--- config.mk ---
export PLATFORM = sky130hd
export DESIGN_NAME = bus_lane_packer_flat
export DESIGN_NICKNAME = d
export VERILOG_FILES = /design/src/rtl/bus_lane_packer_pkg.sv /design/src/rtl/bus_lane_packer_if.sv /design/src/rtl/bus_lane_packer_fifo.sv /design/src/rtl/bus_lane_packer.sv /design/src/flat_wrapper.sv
export SDC_FILE = /design/constraint.sdc
export NUM_CORES = 1
export LEC_CHECK = 0
export CAP_MARGIN = 5
export CORE_MARGIN = 2
export CORE_UTILIZATION = 30
export CTS_CLUSTER_SIZE = 16
export DETAILED_ROUTE_END_ITERATION = 16
export PLACE_DENSITY = 0.59
export SYNTH_ARGS = -nofsm -noshare
export SYNTH_HDL_FRONTEND = slang
export SYNTH_SLANG_ARGS = --single-unit
--- constraint.sdc ---
create_clock -name clk -period 2.6 [get_ports clk]
set_input_delay 0.39 -clock clk [delete_from_list [all_inputs] [get_ports clk]]
set_output_delay 0.39 -clock clk [all_outputs]
set_load 0.05 [all_outputs]
--- src/rtl/bus_lane_packer_pkg.sv ---
// Shared constants and helpers for the bus lane packer.
//   clog2          : ceiling log2, used for index, pointer and level widths
//   PAD_DEFAULT    : default pad value, truncated to IN_W by the user
//   keep_all_ones  : keep mask with the low `lanes` bits set (lanes < 64)
package bus_lane_packer_pkg;

  function automatic int clog2(input int n);
    int r;
    r = 0;
    for (int v = n - 1; v > 0; v = v >> 1) begin
      r++;
    end
    return r;
  endfunction

  localparam logic [63:0] PAD_DEFAULT = '0;

  function automatic logic [63:0] keep_all_ones(input int lanes);
    return (64'd1 << lanes) - 64'd1;
  endfunction

endpackage

--- src/rtl/bus_lane_packer_if.sv ---
// Bundle of the narrow input channel and the wide output channel.
//   slave  : packer side (consumes beats, produces words and occupancy)
//   master : environment side (drives beats, accepts words)
interface bus_lane_packer_if
  import bus_lane_packer_pkg::*;
#(
  parameter int IN_W  = 5,
  parameter int LANES = 4,
  parameter int DEPTH = 4
);
  logic                      in_valid;
  logic                      in_ready;
  logic [IN_W-1:0]           in_data;
  logic                      in_last;
  logic                      out_valid;
  logic                      out_ready;
  logic [LANES*IN_W-1:0]     out_data;
  logic [LANES-1:0]          out_keep;
  logic [clog2(DEPTH):0]     level;

  modport slave (
    input  in_valid, in_data, in_last, out_ready,
    output in_ready, out_valid, out_data, out_keep, level
  );

  modport master (
    output in_valid, in_data, in_last, out_ready,
    input  in_ready, out_valid, out_data, out_keep, level
  );
endinterface

--- src/rtl/bus_lane_packer_fifo.sv ---
// lane_word_fifo: generic synchronous FIFO with occupancy counter.
//   clk, rst_n        : clock, synchronous active-low reset
//   push, push_data   : write request (ignored when full)
//   pop, pop_data     : read request (ignored when empty); pop_data is the head
//   full, empty, level: status derived from an explicit occupancy counter
module lane_word_fifo
  import bus_lane_packer_pkg::*;
#(
  parameter int WIDTH = 8,
  parameter int DEPTH = 4
) (
  input  logic                    clk,
  input  logic                    rst_n,
  input  logic                    push,
  input  logic [WIDTH-1:0]        push_data,
  input  logic                    pop,
  output logic [WIDTH-1:0]        pop_data,
  output logic                    full,
  output logic                    empty,
  output logic [clog2(DEPTH):0]   level
);
  localparam int PTR_W = clog2(DEPTH);
  localparam logic [PTR_W:0] FULL_LVL = (PTR_W + 1)'(DEPTH);

  logic [WIDTH-1:0] mem_q [DEPTH];
  logic [PTR_W-1:0] wr_ptr_q, wr_ptr_d;
  logic [PTR_W-1:0] rd_ptr_q, rd_ptr_d;
  logic [PTR_W:0]   level_q, level_d;
  logic             push_ok, pop_ok;

  assign full    = (level_q == FULL_LVL);
  assign empty   = (level_q == '0);
  assign level   = level_q;
  assign push_ok = push & ~full;
  assign pop_ok  = pop & ~empty;

  // Head is read asynchronously so a word is visible the cycle after its push.
  assign pop_data = mem_q[rd_ptr_q];

  always_comb begin
    wr_ptr_d = wr_ptr_q;
    rd_ptr_d = rd_ptr_q;
    level_d  = level_q;
    if (push_ok) wr_ptr_d = wr_ptr_q + 1'b1;
    if (pop_ok)  rd_ptr_d = rd_ptr_q + 1'b1;
    case ({push_ok, pop_ok})
      2'b10:   level_d = level_q + 1'b1;
      2'b01:   level_d = level_q - 1'b1;
      default: level_d = level_q;
    endcase
  end

  always_ff @(posedge clk) begin
    if (!rst_n) begin
      wr_ptr_q <= '0;
      rd_ptr_q <= '0;
      level_q  <= '0;
    end else begin
      wr_ptr_q <= wr_ptr_d;
      rd_ptr_q <= rd_ptr_d;
      level_q  <= level_d;
    end
  end

  // Storage carries no reset; validity is tracked by level_q alone.
  always_ff @(posedge clk) begin
    if (push_ok) mem_q[wr_ptr_q] <= push_data;
  end

endmodule

--- src/rtl/bus_lane_packer.sv ---
// bus_lane_packer: packs IN_W-bit beats into LANES*IN_W-bit words (lane 0 in
// the LSBs), pads early-closed words with PAD_VALUE and buffers finished
// words in a DEPTH-entry FIFO.
//   clk, rst_n : clock, synchronous active-low reset
//   bus        : slave modport carrying in_* beat channel, out_* word channel
//                and FIFO level
module bus_lane_packer
  import bus_lane_packer_pkg::*;
#(
  parameter int              IN_W      = 5,
  parameter int              LANES     = 4,
  parameter int              DEPTH     = 4,
  parameter logic [IN_W-1:0] PAD_VALUE = IN_W'(PAD_DEFAULT)
) (
  input  logic             clk,
  input  logic             rst_n,
  bus_lane_packer_if.slave bus
);
  localparam int IDX_W  = clog2(LANES);
  localparam int WORD_W = LANES * IN_W;
  localparam int LVL_W  = clog2(DEPTH) + 1;
  localparam logic [IDX_W-1:0] LAST_IDX = IDX_W'(LANES - 1);

  logic                         rst_n_q, rst_n_d;
  logic [LANES-1:0][IN_W-1:0]   acc_q, acc_d;
  logic [LANES-1:0]             keep_q, keep_d;
  logic [IDX_W-1:0]             idx_q, idx_d;

  logic [LANES-1:0][IN_W-1:0]   lane_word;
  logic [LANES-1:0]             lane_keep;
  logic                         accept, complete;
  logic                         fifo_full, fifo_empty;
  logic [WORD_W+LANES-1:0]      head;
  logic [LVL_W-1:0]             fifo_level;

  // in_ready depends only on registered state, never on out_ready.
  assign bus.in_ready = rst_n_q & ~fifo_full;
  assign accept       = bus.in_valid & bus.in_ready;
  assign complete     = accept & (bus.in_last | (idx_q == LAST_IDX));

  // Accumulator with the current beat merged in; this is both the next
  // accumulator value and the word pushed when the beat completes it.
  generate
    for (genvar gi = 0; gi < LANES; gi++) begin : g_lane
      logic hit;
      assign hit           = accept && (idx_q == IDX_W'(gi));
      assign lane_word[gi] = hit ? bus.in_data : acc_q[gi];
      assign lane_keep[gi] = hit | keep_q[gi];
    end
  endgenerate

  always_comb begin
    rst_n_d = 1'b1;
    acc_d   = lane_word;
    keep_d  = lane_keep;
    idx_d   = idx_q;
    if (accept) idx_d = idx_q + 1'b1;
    if (complete) begin
      acc_d  = {LANES{PAD_VALUE}};
      keep_d = '0;
      idx_d  = '0;
    end
  end

  always_ff @(posedge clk) begin
    if (!rst_n) begin
      rst_n_q <= 1'b0;
      acc_q   <= {LANES{PAD_VALUE}};
      keep_q  <= '0;
      idx_q   <= '0;
    end else begin
      rst_n_q <= rst_n_d;
      acc_q   <= acc_d;
      keep_q  <= keep_d;
      idx_q   <= idx_d;
    end
  end

  lane_word_fifo #(
    .WIDTH (WORD_W + LANES),
    .DEPTH (DEPTH)
  ) u_fifo (
    .clk       (clk),
    .rst_n     (rst_n),
    .push      (complete),
    .push_data ({lane_keep, lane_word}),
    .pop       (bus.out_valid & bus.out_ready),
    .pop_data  (head),
    .full      (fifo_full),
    .empty     (fifo_empty),
    .level     (fifo_level)
  );

  // Stale RAM contents are hidden while the FIFO is empty.
  assign bus.out_valid = ~fifo_empty;
  assign bus.out_data  = fifo_empty ? '0 : head[WORD_W-1:0];
  assign bus.out_keep  = fifo_empty ? '0 : head[WORD_W +: LANES];
  assign bus.level     = fifo_level;

endmodule
--- src/flat_wrapper.sv ---
// flat-port wrapper written by rule: the top's interface ports become plain ports
module bus_lane_packer_flat import bus_lane_packer_pkg::*;
#(
  parameter int              IN_W      = 5,
  parameter int              LANES     = 4,
  parameter int              DEPTH     = 4,
  parameter logic [IN_W-1:0] PAD_VALUE = IN_W'(PAD_DEFAULT)
)
  (clk, rst_n, bus_in_valid, bus_in_data, bus_in_last, bus_out_ready, bus_in_ready, bus_out_valid, bus_out_data, bus_out_keep, bus_level);
  bus_lane_packer_if #(.IN_W(IN_W), .LANES(LANES), .DEPTH(DEPTH)) bus_i ();
  input  logic clk;
  input  logic rst_n;
  input wire logic [$bits(bus_i.in_valid)-1:0] bus_in_valid;
  input wire logic [$bits(bus_i.in_data)-1:0] bus_in_data;
  input wire logic [$bits(bus_i.in_last)-1:0] bus_in_last;
  input wire logic [$bits(bus_i.out_ready)-1:0] bus_out_ready;
  output wire logic [$bits(bus_i.in_ready)-1:0] bus_in_ready;
  output wire logic [$bits(bus_i.out_valid)-1:0] bus_out_valid;
  output wire logic [$bits(bus_i.out_data)-1:0] bus_out_data;
  output wire logic [$bits(bus_i.out_keep)-1:0] bus_out_keep;
  output wire logic [$bits(bus_i.level)-1:0] bus_level;
  assign bus_i.in_valid = bus_in_valid;
  assign bus_i.in_data = bus_in_data;
  assign bus_i.in_last = bus_in_last;
  assign bus_i.out_ready = bus_out_ready;
  assign bus_in_ready = bus_i.in_ready;
  assign bus_out_valid = bus_i.out_valid;
  assign bus_out_data = bus_i.out_data;
  assign bus_out_keep = bus_i.out_keep;
  assign bus_level = bus_i.level;
  bus_lane_packer #(.IN_W(IN_W), .LANES(LANES), .DEPTH(DEPTH), .PAD_VALUE(PAD_VALUE)) u_core (.clk(clk), .rst_n(rst_n), .bus(bus_i));
endmodule
### Word level (Yosys, flattened, before mapping)

Memory sizes are Yosys's and may differ from the RTL's. A register that Yosys moved wholly into a read port is not among the register bits.
Cells that the tools add are included.

* logic and storage cells: 56
* output and inout bits: 29
* RAM bits: 96
* memories: 1
* input port bits: 10
* bits in registers: 34

* equal/unequal tests: 6
* $add $sub $neg: 5
* mux-type cells: 12
* bitwise operators: 14
* reduce and logical (&&, ||, !) cells: 8

Memory list
* u_core.u_fifo.mem_q: depth 4, bits a word 24, read ports 1, clocked after memory_dff 1, write ports 1, line bus_lane_packer_fifo.sv:25 `logic [WIDTH-1:0] mem_q [DEPTH];`

Operators with widths (number)
* $mux W20: 1
* $mux W5: 4
* $add A2 B1 Y2 const B: 3
* $and A1 B1 Y1: 6
* $eq A2 B2 Y1 const B: 3
* $pmux W3 S2: 1
* $or A1 B1 Y1: 5
* $eq A2 B1 Y1 const B: 2
* $logic_and A1 B1 Y1: 4
* $mux W2: 2
* $mux W4: 1
* $add A3 B1 Y3 const B: 1
* $eq A3 B3 Y1 const B: 1
* $logic_not A3 Y1: 1
* $mux W1: 3
* $not A1 Y1: 3
* $sub A3 B1 Y3 const B: 1
* $logic_not A2 Y1: 1
* $reduce_bool A2 Y1: 1
* $reduce_or A2 Y1: 1

### Logic depth before layout (Yosys ltp)

Gate-level depths: netlist (run 1).

* word-level depth: 8
* gate-level depth with buffers: 10
* gate-level depth less buffers: 9

### Modules after synthesis

A second synthesis (run 1) with hierarchy kept.

* cells, all modules: 305
* area, all modules: 5246.3 um^2

By module, submodules not included
* lane_word_fifo: instances 1, area an instance 3983.8 um^2, sequential area each 3062.9 um^2, cells each 180
* bus_lane_packer: instances 1, area an instance 1262.5 um^2, sequential area each 540.5 um^2, cells each 125

### Least setup slack after synthesis (run 1)

OpenSTA, ideal clock, no wires.

* path type: register to register
* start: register u_core.u_fifo.level_q[2], in the netlist u_core.u_fifo.level[2]
* end: register u_core.u_fifo.level_q[2], in the netlist u_core.u_fifo.level[2]
* buffers on the path: 1
* data required time: 2.528 ns
* setup time: 0.072 ns
* arrival time: 2.716 ns
* path slack: -0.188 ns
* cell stages (with the launch flop): 10
* period minus slack after synthesis: 2.788 ns
* cells stage by stage: dfxtp_1 > or3b_4 > clkbuf_8 > nand3_2 > ha_1 > inv_1 > fa_1 > xor2_1 > or3_2 > a21oi_1

* cells in the longest elaborated chain, start to end: 8
* elaborated cells between the ends (all ways): 16
* classes of those cells: 2 x add/sub; 3 x eq/ne; 1 x mux; 8 x bitwise; 2 x reduce/logical

Ends and longest elaborated chain
* start: declaration: line bus_lane_packer_fifo.sv:28 `logic [PTR_W:0] level_q, level_d;`
* start signal: assignment: line bus_lane_packer_fifo.sv:61 `level_q <= level_d;`
* $eq A3 B3 Y1: line bus_lane_packer_fifo.sv:31 `assign full = (level_q == FULL_LVL);`
* $not A1 Y1: line bus_lane_packer_fifo.sv:34, bus_lane_packer.sv:37
* $and A1 B1 Y1: line bus_lane_packer.sv:37 `assign bus.in_ready = rst_n_q & ~fifo_full;`
* $and A1 B1 Y1: line bus_lane_packer.sv:38 `assign accept = bus.in_valid & bus.in_ready;`
* $and A1 B1 Y1: line bus_lane_packer.sv:39 `assign complete = accept & (bus.in_last | (idx_q == LAST_IDX));`
* $and A1 B1 Y1: line bus_lane_packer_fifo.sv:34 `assign push_ok = push & ~full;`
* $eq A2 B1 Y1 or $eq A2 B2 Y1 (tied branches): line bus_lane_packer_fifo.sv:46 `case ({push_ok, pop_ok})`
* $pmux W3 S2 or $reduce_bool A2 Y1 (tied branches)

Several ways; a longest one is shown, not always the timed one.
A chain may end at the register's enable or synchronous reset.

### Final worst setup path (run 1)

Same ends and word-level chain as after synthesis.

==> impl_metrics.json, run 1 <==
{
  "status": "complete, no violations",
  "syn-cell-area_sq_um": 5530,
  "swShare_pct": 31.1,
  "drv_slew": 0,
  "fin_util_pct": 38.0,
  "gr-usage-met2_pct": 19.7,
  "ios": 39,
  "synthDistinctLibCells": 42,
  "path_class": "register to register",
  "fin_skew_ns": 0.00536,
  "intPower_w": 0.00450,
  "grtUsageMet3_pct": 3.54,
  "grt.overflow.total": 0,
  "postSynthCellCount": 357,
  "clkTransAtPathRegs_ns": 0.06,
  "area_growth_pct": 24.0,
  "cp.arrival_ns": 2.82,
  "p_sw_w": 0.00203,
  "first_iter_violations": 290,
  "drive_gt1_share_pct": 30.4,
  "grt_pass1_wl_um": 18600,
  "clkPwrFrac_pct": 37.3,
  "clk_latency_ns": 0.42,
  "hp-start": "u_core.acc_q[1]",
  "drt_pass1_iterations": 4,
  "postRouteAntennaNets": 0,
  "syn_avg_cell_area_sq_um": 15.5,
  "min_period_ns": 2.49,
  "postCtsSetupBuffers": 0,
  "nFillCells": 1702,
  "chipWidth_um": 140,
  "busiest_layer": "met2",
  "design.die.area_sq_um": 19500,
  "mostFrequentLayoutCell": "edfxtp_1",
  "timing.hold.ws_ns": 0.458,
  "cts_root_buffer": "clkbuf_16",
  "timing.fmax_mhz": 402,
  "grt_usage_pct": 12.6,
  "p_comb_share_pct": 26.7,
  "cp-start-kind": "register",
  "dr_total_vias": 3153,
  "hold_class": "register to register",
  "seq_area_frac_synth_pct": 65.2,
  "drt-vias-per-instance": 4.82,
  "worst_pin_slew_ns": 0.598,
  "cts_sinks": 132,
  "final_nets": 432,
  "synth_edf_count": 96,
  "relSlewSlack_pct": 60.0,
  "setup_violations": 0,
  "drv_cap": 0,
  "grt_pass1_vias": 3415,
  "final_cell_mix": "edfxtp_1, buf_4, dfxtp_1",
  "start_util_pct": 30.7,
  "path_max_fanout": 13,
  "die_y_um": 140,
  "power_density_nw_per_um2": 953,
  "worst_ir_drop_vdd_uv": 654,
  "rows": 49,
  "antenna_found_initial": 0,
  "finalCritPeriodShare_pct": 95.7,
  "grt_start_max_net_pins": 25,
  "final_cells": 654,
  "ys_warn_count": 0,
  "cts_tree": "yes",
  "worst_ep_required_time_ns": 2.93,
  "drcViolationCount": 0,
  "p_leak_nw": 2.44,
  "finalWirelength_um": 11500,
  "insertedDiodeCount": 0,
  "seqPwrFrac_pct": 36.0,
  "holdBufCountCts": 0,
  "wl_per_cell_um": 17.6,
  "coreArea_sq_um": 18000,
  "portBuffers": 38,
  "crit_path_end_kind": "register",
  "gp_routability_congestion": 0.847,
  "rsz0062_at_grt": "yes",
  "dpl.cell_count": 622,
  "dp_hpwl_um": 7260,
  "grt_util_met1_pct": 16.4,
  "hold_viol": 0,
  "syn-num-nets": 377,
  "synth-main-ff-cell": "edfxtp_1",
  "ys_async_sr_fraction_pct": 0,
  "setup-tns-final_ns": 0,
  "cts_buffers": 17,
  "r2r-start": "u_core.u_fifo.level[2]",
  "ys_ff_latch": 132,
  "h-tree-depth": 4,
  "clockBufferDepth": 2,
  "cp-startpoint": "u_core.u_fifo.level[2]"
}
per-layer routing:
metal / routed length (um) / part of all wire [%]
met5: 0 / 0
met4: 201 / 1.7
met3: 422 / 3.7
met2: 5540 / 48
met1: 5350 / 46
flip-flops by register name (all words and copies together) (netlist names), named ones only:
signal	count
u_core.u_fifo.mem_q	96
u_core.acc_q	20
u_core.keep_q	4
u_core.u_fifo.level	3
u_core.idx_q	2
u_core.u_fifo.rd_ptr_q	2
u_core.u_fifo.wr_ptr_q	2
u_core.rst_n_q	1
cells by family after synthesis:
group	share of synthesized area [%]
DFF	65.2
and+or+nand+nor	10.5
muxes	14.6
AOI/OAI and AO/OA	4.10
buffers and inverters	2.69
adders and majority gates	2.40
xor gates and xnor gates	0.634
what timing repair did:
item                                    4_1_cts  5_1_grt
endpoints found under the setup margin        1        2
cloned                                        0        0
gates resized for setup                       1        1
Yosys cell counts, drive strengths merged, types with 2 or more instances:
master / count / area share, %
xor2: 4 / 0.63
o31ai: 3 / 0.41
clkbuf: 8 / 0.72
inv: 11 / 0.75
and2: 3 / 0.38
o21ai: 3 / 0.27
edfxtp: 96 / 52
or2: 2 / 0.23
o22ai: 8 / 0.91
buf: 11 / 1.2
nor2: 8 / 0.54
mux2i: 2 / 0.36
nand3: 6 / 0.81
nor2b: 24 / 2.7
and3: 11 / 1.3
o311ai: 2 / 0.32
mux2: 20 / 4.4
ha: 9 / 2.0
a21oi: 7 / 0.63
dfxtp: 36 / 13
nor3: 7 / 0.63
nand4b: 5 / 0.79
o211ai: 9 / 1.2
nand2: 20 / 1.4
mux4: 24 / 9.8
nand4: 10 / 1.1
cell type report:
cell class / count / area, sq um / area share (%)
Tap cell: 229 / 287 / 4.18
Clock inverter: 11 / 149 / 2.17
Inverter: 12 / 45.0 / 0.657
Timing Repair Buffer: 55 / 522 / 7.61
Sequential cell: 132 / 3610 / 52.6
Multi-Input combinational cell: 194 / 1780 / 26.0
Clock buffer: 21 / 460 / 6.72
critical path, cell delays in order (launching register included):
cell and delay, ns:
dfxtp_2 0.40, or3b_4 0.50, nand3_2 0.11, ha_1 0.19, inv_1 0.07, fa_1 0.38, xor2_1 0.18, or3_2 0.42
a21oi_1 0.15
metrics by stage:
stage | worst slack (ns) | power (W) | area, sq um
5_1_grt | -0.00319 | 0.00681 | 6850
6_report | 0.111 | 0.00653 | 6850
3_5_place_dp | -0.0686 | 0.00419 | 6240
2_1_floorplan | 0.00399 | 0.00362 | 5530
4_1_cts | 0.0422 | 0.00663 | 6850
3_3_place_gp | 0.0465 | 0.00417 | 6240
power groups by stage:
| stage | clock, W | combinational [W] | sequential [W] |
|---|---|---|---|
| 3_5_place_dp | 0 | 0.00179 | 0.00239 |
| 4_1_cts | 0.00249 | 0.00180 | 0.00235 |
| 2_1_floorplan | 0 | 0.00120 | 0.00242 |
| 5_1_grt | 0.00258 | 0.00187 | 0.00236 |
| 6_report | 0.00244 | 0.00175 | 0.00235 |
| 3_3_place_gp | 0 | 0.00178 | 0.00239 |
path summary, 6_finish.rpt:
path | cells past startpoint | end | slack (ns)
hold reg to reg | 2 | u_core.acc_q[1] | 0.46
setup reg to reg | 8 | u_core.u_fifo.level[2] | 0.11
setup / recovery | 8 | u_core.u_fifo.level[2] | 0.11
hold / removal | 2 | u_core.acc_q[1] | 0.46
Power figures use the tool's default switching activity.
==> run 2: changes to the inputs <==
Settings changed: SKIP_CTS_REPAIR_TIMING set to 1, SYNTH_HIERARCHICAL set to 1.
==> run 2 against run 1 <==
Effect of this change: register-to-register slack better by 0.19 ns; sequential share of layout area up 2.4 points; clock power down 2%; total power down 24%; design area down 4.4%; core utilization up 0.14 points; synthesized area down 5.1%; hold slack worse by 0.016 ns; non-clock buffer count down 2; critical endpoint is now bus_in_ready; largest power group unchanged.
==> impl_metrics.json, run 2 <==
{
  "hp-start": "u_core/keep_q[3]",
  "hold_viol": 0,
  "gp_routability_congestion": 0.659,
  "r2r-end": "u_core/u_fifo/level[2]",
  "synth_area_leaders": "edfxtp_1, dfxtp_1, mux4_2",
  "worst_ir_drop_vdd_uv": 441,
  "finalWirelength_um": 9430,
  "drive_gt1_share_pct": 31.7,
  "critPathMaxStageDelay_ns": 0.81,
  "drv_cap": 0,
  "cpLargestDelayFamily": "buffers and inverters",
  "grt_usage_pct": 11.1,
  "grt_start_max_net_pins": 29,
  "clkTransAtPathRegs_ns": 0.06,
  "cpMaxStageDelayCell": "clkdlybuf4s50_1",
  "portBuffers": 38,
  "worstHoldEndpoint": "u_core/keep_q[3]",
  "ys_warn_count": 6,
  "top_register": "u_core/u_fifo/mem_q",
  "chipWidth_um": 136,
  "final_nets": 385,
  "top_regs": "u_core/u_fifo/mem_q: 96 flops, u_core/acc_q: 20 flops, u_core/keep_q: 4 flops",
  "seqPwrFrac_pct": 46.2,
  "clkPwrFrac_pct": 48.2,
  "die_y_um": 136,
  "min_period_ns": 2.39,
  "cts_root_buffer": "clkbuf_16",
  "dp_hpwl_um": 5720,
  "cp-start-kind": "register",
  "synth_top_family_by_area": "multiplexers",
  "crit_path_cell_trace": "nor3b_4 > buf_4 > nor2b_1 > clkdlybuf4s50_1",
  "postRouteAntennaNets": 0,
  "synth_xor_area_share_pct": 0.501,
  "mostFrequentLayoutCell": "edfxtp_1",
  "hold_depth": 2,
  "coreArea_sq_um": 17200,
  "cp.arrival_ns": 2.00,
  "synthSimpleGateAreaFrac_pct": 9.78,
  "clk_latency_ns": 0.41,
  "clockBufferDepth": 2,
  "drt_pass1_iterations": 4,
  "synthAdderAreaFrac_pct": 2.53,
  "design.die.area_sq_um": 18600,
  "cts_buffers": 17,
  "grt_pass1_vias": 2814,
  "rsz0062_at_grt": "no",
  "synth_compound_area_share_pct": 0.859,
  "ff2ff_setup_slack_ns": 0.30,
  "status": "complete, no violations",
  "swShare_pct": 21.2,
  "timing.fmax_mhz": 419,
  "rows": 48,
  "synth_top_area_share_pct": 54.9,
  "final_cell_mix": "edfxtp_1, nor2b_1, buf_4",
  "synth-main-ff-cell": "edfxtp_1",
  "syn-cell-area_sq_um": 5250,
  "ios": 39,
  "worst_ep_required_time_ns": 2.21,
  "setup-tns-final_ns": 0,
  "postSynthCellCount": 305,
  "power_density_nw_per_um2": 755,
  "worst_pin_slew_ns": 0.497,
  "r2r-start": "u_core/u_fifo/level[2]",
  "path_class": "register to primary output",
  "first_iter_violations": 142,
  "drt-vias-per-instance": 4.37,
  "setup_violations": 0,
  "drv_slew": 0,
  "cts_sinks": 132,
  "finalCritPeriodShare_pct": 91.8,
  "ys_async_sr_fraction_pct": 0,
  "grt.overflow.total": 0,
  "start_util_pct": 30.5,
  "area_growth_pct": 24.9,
  "synth_common_cells": "edfxtp_1, nor2b_1, dfxtp_1",
  "path_max_fanout": 6,
  "relSlewSlack_pct": 66.7,
  "syn-num-nets": 325,
  "path_buf_inv": 2,
  "fin_skew_ns": 0.0130,
  "synthDistinctLibCells": 30,
  "seq_area_frac_synth_pct": 68.7,
  "grt_pass1_wl_um": 15100,
  "hold_class": "register to register",
  "muxShareOfSynthArea_pct": 15.2,
  "drcViolationCount": 0,
  "p_leak_nw": 2.32,
  "intPower_w": 0.00390,
  "dr_total_vias": 2636,
  "antenna_found_initial": 0,
  "syn_avg_cell_area_sq_um": 17.2,
  "totalPowerFinal_w": 0.00495,
  "synth_top_area_cell": "edfxtp_1",
  "synth_edf_count": 96,
  "insertedDiodeCount": 0,
  "p_comb_share_pct": 5.5,
  "crit_path_end_kind": "primary output",
  "wl_per_cell_um": 15.6,
  "p_sw_w": 0.00105,
  "largest_reg_flops": 96,
  "synth.most_common_cell": "edfxtp_1",
  "cts_tree": "yes",
  "ys_ff_latch": 132,
  "h-tree-depth": 4,
  "ff2ff_path_depth": 11
}
-- run 2: worst reg2reg max path: cells and delay by family, from the launching register on --
family / cells / cell delay (ns)
and+or+nand+nor: 5 / 0.89
adders and majority gates: 2 / 0.54
DFF: 1 / 0.38
xor gates and xnor gates: 1 / 0.16
AOI/OAI and AO/OA: 1 / 0.14
buffers and inverters: 2 / 0.12
-- run 2: cell families after synthesis --
kind of cell / Yosys count
buffers and inverters: 22
adders and majority gates: 10
xor gates and xnor gates: 3
muxes: 47
AOI/OAI and AO/OA: 8
and+or+nand+nor: 83
DFF: 132
-- run 2: metal layers --
metal | vias up | part of all wire (%) | global-route usage (%)
met5 | - | 0 | 0
li1 | 1263 | - | -
met2 | 39 | 52 | 18.8
met1 | 1332 | 45 | 13.6
met4 | 0 | 0.35 | 3.13
met3 | 2 | 2.6 | 3.50
-- run 2: worst max-delay path by stage --
stage                            from                endpoint  cells past startpoint
2_1_floorplan  u_core/u_fifo/level[2]  u_core/u_fifo/level[2]                     12
3_3_place_gp            bus_out_ready  u_core/u_fifo/level[2]                      9
3_5_place_dp            bus_out_ready  u_core/u_fifo/level[2]                      9
4_1_cts        u_core/u_fifo/level[1]           bus_out_valid                      4
5_1_grt        u_core/u_fifo/level[2]            bus_in_ready                      4
6_report       u_core/u_fifo/level[2]            bus_in_ready                      4
-- run 2: area by class of cell --
cell class,instances,area [sq um]
Timing Repair Buffer,53,498
Sequential cell,132,3610
Inverter,10,37.5
Tap cell,225,282
Clock inverter,14,176
Fill cell,1634,10600
Multi-Input combinational cell,151,1530
Clock buffer,18,429
-- run 2: through the flow --
stage | hold slack [ns] | util [%] | setup slack (ns) | cells | instance area (sq um)
floorplan | 0.416 | - | 0.00531 | 305 | 5260
global placement | 0.424 | 34.6 | 0.0803 | 571 | 5950
detailed placement | 0.426 | 34.6 | 0.0155 | 571 | 5950
CTS | 0.446 | 38.1 | 0.0293 | 603 | 6550
global route | 0.479 | 38.2 | 0.139 | 603 | 6560
finish | 0.442 | 38.2 | 0.212 | 603 | 6560
-- run 2: power by group through the flow --
| stage | sequential [W] | clock, W | combinational [W] |
|---|---|---|---|
| 6_report | 0.00229 | 0.00239 | 0.000273 |
| 2_1_floorplan | 0.00234 | 0 | 0.000174 |
| 3_5_place_dp | 0.00233 | 0 | 0.000279 |
| 3_3_place_gp | 0.00233 | 0 | 0.000276 |
| 4_1_cts | 0.00229 | 0.00244 | 0.000280 |
| 5_1_grt | 0.00229 | 0.00254 | 0.000298 |
